File: config.mk
export PLATFORM = sky130hd
export DESIGN_NAME = uart_tx_engine
export DESIGN_NICKNAME = d
export VERILOG_FILES = /design/src/rtl/uart_tx_engine.sv
export SDC_FILE = /design/constraint.sdc
export NUM_CORES = 1
export LEC_CHECK = 0
export ABC_CLOCK_PERIOD_IN_PS = 4400
export CORE_MARGIN = 2
export CORE_UTILIZATION = 60
export CTS_CLUSTER_SIZE = 25
export DETAILED_ROUTE_END_ITERATION = 7
export PLACE_DENSITY = 0.88
export SLEW_MARGIN = 20
export SYNTH_ARGS = -nofsm -noshare
export SYNTH_HDL_FRONTEND = slang
export SYNTH_SLANG_ARGS = --single-unit
File: constraint.sdc
create_clock -name clk -period 4.4 [get_ports clk]
set_input_delay 1.32 -clock clk [delete_from_list [all_inputs] [get_ports clk]]
set_output_delay 1.32 -clock clk [all_outputs]
set_load 0.01 [all_outputs]
File: src/rtl/uart_tx_engine.sv
// uart_tx_engine: FIFO-buffered 8N1 UART transmitter with its own baud counter.
// Optional macro UART_TX_PARITY_EN adds a parity bit and the tx_parity_odd input.
//
// Ports:
//   clk, rst_n     system clock, async active-low reset
//   tx_start       push strobe, one byte of tx_data per high cycle
//   tx_data        byte to push
//   tx_enable      allows new frames to start
//   tx_parity_odd  (UART_TX_PARITY_EN only) odd parity select, sampled at pop
//   txd            serial line, idle high, registered
//   tx_busy        FSM not idle
//   tx_done        one-cycle pulse at end of each stop bit
//   fifo_full      FIFO holds FIFO_DEPTH entries
//   fifo_empty     FIFO holds no entries
//   tx_overflow    one-cycle pulse when a push is dropped
module uart_tx_engine #(
  parameter int CLOCK_RATE = 100000000,
  parameter int BAUD_RATE  = 9600,
  parameter int FIFO_DEPTH = 4
) (
  input  logic       clk,
  input  logic       rst_n,
  input  logic       tx_start,
  input  logic [7:0] tx_data,
  input  logic       tx_enable,
`ifdef UART_TX_PARITY_EN
  input  logic       tx_parity_odd,
`endif
  output logic       txd,
  output logic       tx_busy,
  output logic       tx_done,
  output logic       fifo_full,
  output logic       fifo_empty,
  output logic       tx_overflow
);

  localparam int CLKS_PER_BIT = CLOCK_RATE / BAUD_RATE;
  localparam int AW = $clog2(FIFO_DEPTH);
  localparam int CW = AW + 1;
  localparam int BW = $clog2(CLKS_PER_BIT);

  typedef enum logic [2:0] {
    IDLE,
    START,
    DATA,
`ifdef UART_TX_PARITY_EN
    PARITY,
`endif
    STOP
  } state_t;

  state_t          state;
  logic [BW-1:0]   baud;
  logic [2:0]      bit_idx;
  logic [7:0]      shift;
`ifdef UART_TX_PARITY_EN
  logic            par;
`endif

  logic [7:0]      mem [FIFO_DEPTH];
  logic [AW-1:0]   wr_ptr;
  logic [AW-1:0]   rd_ptr;
  logic [CW-1:0]   count;
  logic [CW-1:0]   count_nxt;
  logic [7:0]      head;
  logic            baud_last;
  logic            pop;
  logic            push_ok;

  assign head      = mem[rd_ptr];
  assign baud_last = (baud == BW'(CLKS_PER_BIT - 1));
  assign tx_busy   = (state != IDLE);

  // A frame may start from IDLE, or straight out of the last stop-bit
  // cycle so consecutive frames have no idle gap.
  always_comb begin
    pop = 1'b0;
    if (!fifo_empty && tx_enable) begin
      pop = (state == IDLE) || ((state == STOP) && baud_last);
    end
  end

  // A full FIFO still accepts a push when a pop frees a slot this cycle.
  assign push_ok   = tx_start && (!fifo_full || pop);
  assign count_nxt = count + CW'(push_ok) - CW'(pop);

  always_ff @(posedge clk) begin
    if (push_ok) begin
      mem[wr_ptr] <= tx_data;
    end
  end

  always_ff @(posedge clk or negedge rst_n) begin
    if (!rst_n) begin
      wr_ptr      <= '0;
      rd_ptr      <= '0;
      count       <= '0;
      fifo_full   <= 1'b0;
      fifo_empty  <= 1'b1;
      tx_overflow <= 1'b0;
    end else begin
      if (push_ok) begin
        wr_ptr <= wr_ptr + AW'(1);
      end
      if (pop) begin
        rd_ptr <= rd_ptr + AW'(1);
      end
      count       <= count_nxt;
      fifo_full   <= (count_nxt == CW'(FIFO_DEPTH));
      fifo_empty  <= (count_nxt == '0);
      tx_overflow <= tx_start && fifo_full && !pop;
    end
  end

  // txd is loaded from the current state, so the line lags the state
  // by one cycle; every bit is still exactly CLKS_PER_BIT wide.
  always_ff @(posedge clk or negedge rst_n) begin
    if (!rst_n) begin
      state   <= IDLE;
      baud    <= '0;
      bit_idx <= '0;
      shift   <= '0;
      txd     <= 1'b1;
      tx_done <= 1'b0;
`ifdef UART_TX_PARITY_EN
      par     <= 1'b0;
`endif
    end else begin
      tx_done <= 1'b0;
      unique case (state)
        IDLE: begin
          txd <= 1'b1;
          if (pop) begin
            shift <= head;
`ifdef UART_TX_PARITY_EN
            par   <= (^head) ^ tx_parity_odd;
`endif
            baud  <= '0;
            state <= START;
          end
        end
        START: begin
          txd <= 1'b0;
          if (baud_last) begin
            baud    <= '0;
            bit_idx <= '0;
            state   <= DATA;
          end else begin
            baud <= baud + BW'(1);
          end
        end
        DATA: begin
          txd <= shift[0];
          if (baud_last) begin
            baud  <= '0;
            shift <= shift >> 1;
            if (bit_idx == 3'd7) begin
`ifdef UART_TX_PARITY_EN
              state <= PARITY;
`else
              state <= STOP;
`endif
            end else begin
              bit_idx <= bit_idx + 3'd1;
            end
          end else begin
            baud <= baud + BW'(1);
          end
        end
`ifdef UART_TX_PARITY_EN
        PARITY: begin
          txd <= par;
          if (baud_last) begin
            baud  <= '0;
            state <= STOP;
          end else begin
            baud <= baud + BW'(1);
          end
        end
`endif
        STOP: begin
          txd <= 1'b1;
          if (baud_last) begin
            tx_done <= 1'b1;
            baud    <= '0;
            if (pop) begin
              shift <= head;
`ifdef UART_TX_PARITY_EN
              par   <= (^head) ^ tx_parity_odd;
`endif
              state <= START;
            end else begin
              state <= IDLE;
            end
          end else begin
            baud <= baud + BW'(1);
          end
        end
        default: state <= IDLE;
      endcase
    end
  end

endmodule

==> out/metrics.yaml <==
run_status:
  run_status: "completed"
hold_path:
  hold_path.class: "flop to flop"
setup_path:
  slowest_delay_ns: 0.45
  crit_path_frequent_cell: "inv_1"
  critPathMaxFanout: 11
  cp.arrival_ns: 4.03
  path_class: "primary input to flop"
  worstSetupStartpointType: "primary input"
  crit_slowest_cell: "clkdlybuf4s50_1"
  worst_setup_path_end_kind: "flop"
  required_ns: 4.66
  crit_chain: "clkdlybuf4s50_1 -> nand2b_1 -> or2_4 -> a21boi_4 -> inv_1 -> ha_1 -> inv_1 -> ha_1 -> inv_1 -> fa_1 -> xnor2_1 -> xnor2_1 -> nor3b_1"
cts:
  clockBufferDepth: 2
  cts.repair.resized: 0
  cts_hold_buf: 0
  cts_tree: "done"
  cts_sinks: 71
  clockRootBuffer: "clkbuf_8"
  cts_buffers: 9
  postCtsSetupBuffers: 0
  clk_latency_ns: 0.35
  clkSlewWorstSetupHoldPaths_ns: 0.08
  htree_levels: 3
power_and_ir_drop:
  seq_power_share_pct: 44.2
  p_per_area_nw_per_um2: 621
  internal_power_mw: 1.49
  power.switching_mw: 0.850
  swShare_pct: 36.4
  leakage_nw: 1.51
  power_frac_comb_pct: 36.2
  vdd_drop_max_v: 0.000342
  power_frac_clock_pct: 19.6
placement:
  dp_hpwl_um: 3920
  place.gp.congestion: 0.837
  port_buffers: 17
drt:
  wire_per_inst_um: 15.9
  wl_um: 5690
  drtAntennaViolNets: 0
  via_count: 2082
  drt-initial-drc-count: 126
  drc: 0
  first_pass_iters: 4
  viasPerCell: 5.83
logic_synthesis:
  synth_cell_type_count: 53
  netlist_area_sq_um: 3380
  syn-instance-count: 262
  synth.most_common_cell: "dfrtp_1"
  yosysSeqAreaShare_pct: 57.4
  synth_seq_cells: 71
  synth_largest_area_cell: "edfxtp_1"
  synth_edf_count: 32
  synth_nets: 288
  postSynthAreaPerCell_sq_um: 12.9
  synth_area_leaders: "edfxtp_1 28%, dfrtp_1 27%, mux4_2 5.3%, ha_1 4.8%, nand3_1 3.0%"
  async_reset_ff_share_pct: 54.9
  yosys_warnings: 0
  yosys.area.top_type_share_pct: 28.4
  ys.flop_type: "dfrtp_1"
  ys_top_cells_by_count: "37 x dfrtp_1, 32 x edfxtp_1, 20 x nand3_1"
die:
  die_h_um: 79.1
  num_rows: 27
  io_pins: 18
  die-area_sq_um: 6250
  fp.dieW_um: 79.1
  start_util_pct: 61.8
  coreArea_sq_um: 5470
timing:
  worst_pin_slew_ns: 0.853
  finalSetupViolations: 0
  hold_viol: 0
  slew_headroom_pct: 43.1
  fin_crit_ns: 3.78
  maxSlewViolCount: 0
  fmax_mhz: 265
  grt_setup_unrepaired: "no"
  post-route-period-util_pct: 85.9
  fin_setup_tns_ns: 0
  fin_hold_ws_ns: 0.507
  clock_skew_ns: 0.0116
finish:
  syn2layout_area_growth_pct: 11.2
  nets: 306
  multi_input_area_sq_um: 1330
  fillers: 405
  antenna_cells: 0
  regArea_sq_um: 1940
  drive_above_1_share_pct: 13.7
grt:
  grt_max_degree: 40
  antenna_found_initial: 0
  grt_pass1_wl_um: 9470
  overflow: 0
  grt_usage_pct: 20.6
  grt_pass1_vias: 2062
job:
  drv_cap: 0
[placed cells by master, fill, tap and decap left out, drive strengths merged, types with 3 or more instances in the layout]
cell	netlist	layout
nand4	9	9
inv	15	15
dfrtp	37	37
and2	13	13
mux2i	8	8
or3	3	3
nor2	6	6
clkbuf	4	10
and4	3	3
clkinv	0	5
nand2	18	18
a21oi	3	3
edfxtp	32	32
mux4	8	8
clkdlybuf4s50	0	16
nor3b	4	4
ha	13	13
xor2	3	3
o21ai	18	18
nor3	3	3
and3	3	3
a21o	3	3
nand3	20	20
xnor2	7	7
[kinds of logic (layout without fill, tap and decap cells)]
family,count (synthesis),in the layout,share of synthesized area [%]
fa+ha+maj,14,14,5.40
xor+xnor,10,10,2.59
mux,18,18,8.36
simple gates,88,88,15.5
compound gates,36,36,7.62
buf+inv,25,48,3.18
flops,71,71,57.4
[worst paths after layout]
check                                 from         end  slack (ns)  cells after the start
min in group asynchronous            rst_n     baud[4]        1.07                      1
worst max-delay path             tx_enable   fifo_full        0.62                     13
worst max register to register    state[0]   fifo_full        0.90                     14
worst min-delay path            bit_idx[0]  bit_idx[0]        0.51                      1
max in group asynchronous            rst_n    shift[6]        2.78                      1
worst min register to register  bit_idx[0]  bit_idx[0]        0.51                      1
[power by group through the flow]
stage               Combinational [mW]  Sequential, mW  Clock [mW]
CTS                              0.854            1.03       0.465
finish                           0.845            1.03       0.458
global placement                 0.810            1.03           0
global route                     0.930            1.06       0.500
detailed placement               0.849            1.04           0
floorplan                        0.710           0.980           0
[stage by stage]
stage / area [sq um] / util [%] / total power [mW] / worst slack, ns / instances
3_3_place_gp: 3580 / 65.5 / 1.85 / 0.428 / 341
6_report: 3760 / 68.7 / 2.34 / 0.622 / 357
3_5_place_dp: 3580 / 65.5 / 1.89 / 0.200 / 341
2_1_floorplan: 3380 / - / 1.69 / 1.02 / 262
4_1_cts: 3760 / 68.7 / 2.35 / 0.605 / 357
5_1_grt: 3760 / 68.7 / 2.49 / 0.497 / 357
[area by class of cell]
type                    instances  area share (%)
inverters                      15            1.50
repair buffers                 17            4.39
well taps                      72            2.40
clock inverters                 6            1.26
clock buffers                  10            3.39
flip-flops and latches         71            51.6
multi-input cells             166            35.5
[layer usage]
metal / wire, um / track usage, % / vias to the layer above
met3: 179 / 6.02 / 12
met2: 2900 / 33.6 / 36
met4: 113 / 9.83 / 0
li1: - / - / 1001
met1: 2500 / 25.3 / 1033
met5: 0 / 0 / -
[critical path, delay by kind of cell]
kind / cells / cell delay (ns)
fa+ha+maj: 3 / 0.79
simple gates: 3 / 0.67
buf+inv: 4 / 0.61
xor+xnor: 2 / 0.39
compound gates: 1 / 0.25
[state kept, by name (all words and copies together), names as in the netlist, 2 cells and up]
signal   flops
wr_ptr       2
mem         32
count        3
state        2
bit_idx      3
baud        14
shift        8
rd_ptr       2
Power figures use the tool's default switching activity.
